$ cat src/rtl/rf_trace.sv
// rf_trace: watches NREG registers for value changes and streams each change,
// stamped with the cycle count, as records over a valid/ready port.
module rf_trace #(
   parameter int WIDTH      = 32,
   parameter int NREG       = 8,
   parameter int CW         = 16,
   parameter int MAX_CYCLES = 1000,
   parameter int LW         = 8
) (
   input  logic                    clk,
   input  logic                    n_rst,
   input  logic [NREG*WIDTH-1:0]   rf,
   input  logic                    trace_en,
   output logic                    rec_valid,
   input  logic                    rec_ready,
   output logic [$clog2(NREG)-1:0] rec_idx,
   output logic [WIDTH-1:0]        rec_data,
   output logic [CW-1:0]           rec_cycle,
   output logic [LW-1:0]           lost_cnt,
   output logic                    done
);
   localparam int IW = $clog2(NREG);
   localparam int OW = $clog2(NREG + 1);
   localparam int SW = LW + OW;

   logic [NREG-1:0]            pend_vec;
   logic [NREG-1:0][WIDTH-1:0] hval_vec;
   logic [NREG-1:0][CW-1:0]    hstamp_vec;
   logic [NREG-1:0]            chg;
   logic [NREG-1:0]            move;
   logic [NREG-1:0]            ovw;

   logic             rec_valid_reg;
   logic [IW-1:0]    rec_idx_reg;
   logic [WIDTH-1:0] rec_data_reg;
   logic [CW-1:0]    rec_cycle_reg;
   logic [IW-1:0]    rr_reg;
   logic [CW-1:0]    cycle_reg;
   logic [LW-1:0]    lost_reg;
   logic             done_reg;

   logic             load;
   logic             found;
   logic [IW-1:0]    sel;
   logic [IW-1:0]    rr_next;
   logic [OW-1:0]    ovw_cnt;
   logic [SW-1:0]    lost_sum;
   logic [LW-1:0]    lost_next;

   assign load = ~rec_valid_reg | rec_ready;

   generate
      for (genvar gi = 0; gi < NREG; gi++) begin : g_reg
         logic [WIDTH-1:0] cur;
         logic [WIDTH-1:0] snap_reg;
         logic [WIDTH-1:0] hval_reg;
         logic [CW-1:0]    hstamp_reg;
         logic             pend_reg;

         assign cur            = rf[gi*WIDTH +: WIDTH];
         assign chg[gi]        = (cur != snap_reg) & trace_en & ~done_reg;
         assign move[gi]       = load & found & (sel == IW'(gi));
         assign ovw[gi]        = chg[gi] & pend_reg & ~move[gi];
         assign pend_vec[gi]   = pend_reg;
         assign hval_vec[gi]   = hval_reg;
         assign hstamp_vec[gi] = hstamp_reg;

         // A change on a register leaving for the slot this edge re-arms it with the new value.
         always_ff @(posedge clk or negedge n_rst) begin
            if (!n_rst) begin
               snap_reg   <= '0;
               hval_reg   <= '0;
               hstamp_reg <= '0;
               pend_reg   <= 1'b0;
            end else begin
               snap_reg <= cur;
               if (chg[gi]) begin
                  pend_reg   <= 1'b1;
                  hval_reg   <= cur;
                  hstamp_reg <= cycle_reg;
               end else if (move[gi]) begin
                  pend_reg <= 1'b0;
               end
            end
         end
      end
   endgenerate

   // Round-robin pick: first pending register at or above rr, wrapping.
   always_comb begin
      logic [IW:0] j;
      found = 1'b0;
      sel   = '0;
      j     = '0;
      for (int k = 0; k < NREG; k++) begin
         j = {1'b0, rr_reg} + (IW+1)'(k);
         if (j >= (IW+1)'(NREG)) j = j - (IW+1)'(NREG);
         if (!found && pend_vec[j[IW-1:0]]) begin
            found = 1'b1;
            sel   = j[IW-1:0];
         end
      end
   end

   assign rr_next = (sel == IW'(NREG - 1)) ? '0 : sel + IW'(1);

   always_comb begin
      ovw_cnt = '0;
      for (int k = 0; k < NREG; k++) ovw_cnt = ovw_cnt + OW'(ovw[k]);
      lost_sum  = SW'(lost_reg) + SW'(ovw_cnt);
      lost_next = (lost_sum > SW'({LW{1'b1}})) ? {LW{1'b1}} : lost_sum[LW-1:0];
   end

   always_ff @(posedge clk or negedge n_rst) begin
      if (!n_rst) begin
         rec_valid_reg <= 1'b0;
         rec_idx_reg   <= '0;
         rec_data_reg  <= '0;
         rec_cycle_reg <= '0;
         rr_reg        <= '0;
         cycle_reg     <= '0;
         lost_reg      <= '0;
         done_reg      <= 1'b0;
      end else begin
         lost_reg <= lost_next;
         if (load) begin
            rec_valid_reg <= found;
            if (found) begin
               rec_idx_reg   <= sel;
               rec_data_reg  <= hval_vec[sel];
               rec_cycle_reg <= hstamp_vec[sel];
               rr_reg        <= rr_next;
            end
         end
         // Counter parks at MAX_CYCLES once done is set.
         if (!done_reg) begin
            cycle_reg <= cycle_reg + CW'(1);
            if (cycle_reg == CW'(MAX_CYCLES - 1)) done_reg <= 1'b1;
         end
      end
   end

   assign rec_valid = rec_valid_reg;
   assign rec_idx   = rec_idx_reg;
   assign rec_data  = rec_data_reg;
   assign rec_cycle = rec_cycle_reg;
   assign lost_cnt  = lost_reg;
   assign done      = done_reg;

endmodule

$ cat config.mk
export PLATFORM = sky130hd
export DESIGN_NAME = rf_trace
export DESIGN_NICKNAME = d
export VERILOG_FILES = /design/src/rtl/rf_trace.sv
export SDC_FILE = /design/constraint.sdc
export NUM_CORES = 1
export LEC_CHECK = 0
export CAP_MARGIN = 0
export CORE_MARGIN = 5
export CORE_UTILIZATION = 29
export DETAILED_ROUTE_END_ITERATION = 12
export MAX_ROUTING_LAYER = met4
export PLACE_DENSITY = 0.47
export SYNTH_ARGS = -nofsm -noshare
export SYNTH_HDL_FRONTEND = slang
export SYNTH_SLANG_ARGS = --single-unit
$ cat constraint.sdc
create_clock -name clk -period 8.9 [get_ports clk]
set_clock_uncertainty 0.05 [all_clocks]
set_input_delay 0.89 -clock clk [delete_from_list [all_inputs] [get_ports clk]]
set_output_delay 0.89 -clock clk [all_outputs]
set_load 0.02 [all_outputs]
==> qor.yml <==
floorplanning:
  die-area_um2: 114500
  rows: 120
  io_pins: 321
  floorplan.initialDensity_pct: 29.21
  die_height_um: 338.4
  core_um2: 107100
  die_w_um: 338.4
logic_synthesis:
  synthTopCellsByArea: "dfrtp_1, mux2_2, xnor2_1"
  seq_area_frac_synth_pct: 58.26
  synth_edf_count: 0
  ys_ff_latch: 728
  syn_area_um2: 31270
  synth_cell_types: 63
  syn_nets: 2571
  async_flop_share_pct: 100.0
  netlist.area_leader.share_pct: 58.26
  yosysWarnings: 0
  synth_area_leader_cell: "dfrtp_1"
  yosys_most_used_dff: "dfrtp_1"
  synth_area_per_cell_um2: 13.64
  synth_cells: 2293
setup_path:
  r2r_cells: 26
  r2r-end: "lost_cnt[6]$_DFF_PN0_"
  arrival_ns: 8.63
  required_ns: 9.36
  r2r-start: "rr_reg[0]$_DFFE_PN0P_"
  critPathLaunchType: "flop"
  crit_type: "reg -> reg"
  r2r_slack_ns: 0.73
  cp_max_fo: 25
  end_kind: "flop"
power_and_ir_drop:
  p_comb_share_pct: 38.6
  pwr-share-seq_pct: 32.9
  ir_worst_vdd_mv: 0.5140
  switchingPower_mw: 4.658
  p_leak_nw: 15.70
  p_int_mw: 7.402
  clockPowerShare_pct: 28.5
  switching_share_pct: 38.62
  power_mw: 12.06
  power.density_nw_per_um2: 310.9
route:
  drt_wl_total_mm: 106.0
  wl_met3_mm: 5.491
  drc_errors: 0
  wl_met2_mm: 48.88
  dr.pass1.iters: 5
  wl_met1_mm: 49.76
  wl_per_cell_um: 26.03
  top_layer_used: "met4"
  vias_per_cell: 4.976
  vias: 20270
  drt_iter0_drc: 1352
  final_antenna_net_count: 0
final_layout:
  multi_input_area_um2: 12470
  nets: 2878
  final_cell_count_no_fill: 4074
  layout_commonest_cell: "dfrtp_1"
  register_area_um2: 18220
  fillCellCount: 10280
  layout_common_cells: "dfrtp_1, mux2_2, clkdlybuf4s50_1"
  areaGrowthSynthToFinish_pct: 24.08
  layout-drive-gt1-share_pct: 25.28
sta:
  setup_violations: 0
  relSlewSlack_pct: 26.31
  rsz0062_at_grt: "no"
  worst_slew_pin_slew_ns: 1.099
  setup_slack_ns: 0.7327
  finalCritPeriodShare_pct: 91.77
  drv_slew: 0
  max_freq_ghz: 0.1224
  setup_tns_ns: 0
  fin_crit_ns: 8.167
  holdWs_ns: 0.2070
  final_hold_viol_count: 0
run:
  cap_violations: 0
grt:
  grt_usage_pct: 18.80
  grt_pass1_vias: 21410
  grt_pass1_wl_mm: 155.7
  grt_max_degree: 157
  antenna_found_initial: 9
  overflow: 0
placed_design:
  hpwl_mm: 76.66
  placed_cells: 3916
  io_buffers: 320
  gp_congestion: 0.8204
  preCtsSetupSlack_ns: 0.7610
clocking:
  cts_made_buffers: 85
  cts_tree: "built"
  ctsHoldBuffers: 0
  clock_latency_ns: 0.64
  clock_sinks: 728
  cts_setup_buffers: 0
  clk_pin_slew_ns: 0.06
  ctsResizeCount: 0
  htree_levels: 3
  cts-root-buf: "clkbuf_16"
  clock_path_buffers: 3
outcome:
  status: "complete, no violations"
min_path:
  min_path_type: "in -> async"
[final cells by class]
class / instances / share of cell area (%)
clock buffers: 130 / 6.566
diodes: 5 / 0.03225
clock inverters: 23 / 0.5095
repair buffers: 355 / 9.075
flip-flops and latches: 728 / 46.95
inverters: 20 / 0.2032
well taps: 1403 / 4.524
multi-input cells: 1410 / 32.14
[per-stage QoR]
| step | utilization, % | instance area (µm²) |
|---|---|---|
| 3_3_place_gp | 33.67 | 36040 |
| 3_5_place_dp | 33.67 | 36040 |
| 6_report | 36.24 | 38800 |
| 2_1_floorplan | - | 31270 |
| 4_1_cts | 36.23 | 38790 |
| 5_1_grt | 36.24 | 38790 |
[logic make-up after synthesis]
family | synth area share [%]
AO/OA/AOI/OAI | 6.838
XOR/XNOR | 7.786
adder cells (fa/ha/maj) | 0.8403
buffers and inverters | 2.233
flip-flops | 58.26
multiplexers | 18.09
AND/OR/NAND/NOR | 5.950
[cells in the mapped netlist (20+ instances only)]
| cell | count |
|---|---|
| mux2_1 | 21 |
| a221o_1 | 28 |
| a22oi_1 | 28 |
| a211oi_1 | 28 |
| mux2_2 | 409 |
| a21oi_1 | 100 |
| clkbuf_1 | 83 |
| nand4_1 | 66 |
| nand3_1 | 51 |
| and2_4 | 20 |
| a32oi_1 | 20 |
| xnor2_1 | 272 |
| nor2_1 | 22 |
| buf_2 | 33 |
| dfrtp_1 | 728 |
| mux4_2 | 30 |
| a221oi_2 | 20 |
| nand2_1 | 137 |
[worst max-delay path by stage]
stage                          startpoint                     to  cells after the start
floorplan           rr_reg[1]$_DFFE_PN0P_  lost_cnt[6]$_DFF_PN0_                     31
global placement    rr_reg[0]$_DFFE_PN0P_  lost_cnt[6]$_DFF_PN0_                     26
detailed placement  rr_reg[0]$_DFFE_PN0P_  lost_cnt[6]$_DFF_PN0_                     26
CTS                 rr_reg[0]$_DFFE_PN0P_  lost_cnt[6]$_DFF_PN0_                     26
global route        rr_reg[0]$_DFFE_PN0P_  lost_cnt[6]$_DFF_PN0_                     26
finish              rr_reg[0]$_DFFE_PN0P_  lost_cnt[6]$_DFF_PN0_                     26
[power by group through the flow]
stage	clock network, mW	logic (mW)	registers, mW
after floorplan	0	2.84	4.00
after detailed placement	0	4.69	4.03
final	3.43	4.66	3.97
after global placement	0	4.63	4.02
after global routing	3.66	5.01	4.01
after CTS	3.53	4.71	3.97
[routing by layer]
layer  global-route usage [%]  vias to the layer above
met3                    3.325                      115
met5                        -                        -
met4                    3.610                        0
li1                         -                     8850
met2                    28.95                      615
met1                    26.39                    10690
[critical path, cell delays in order, from the launching register on]
cell and delay [ns]:
dfrtp_1 0.83, inv_1 0.33, ha_1 0.81, mux2_2 0.42, mux4_2 0.50, o32ai_4 0.38, o2111ai_2 0.26, o2bb2ai_4 0.26
clkinv_2 0.36, nor2_2 0.20, buf_4 0.31, nand2_1 0.11, and3_1 0.21, fa_1 0.48, inv_1 0.05, fa_1 0.48
inv_1 0.05, fa_1 0.49, fa_1 0.20, inv_1 0.07, fa_1 0.43, nor2b_1 0.13, o21ai_0 0.09, nand2b_1 0.16
nand3_1 0.13, nor3_1 0.15, a21oi_1 0.06
Note: power is estimated with default switching activity, not from simulation.
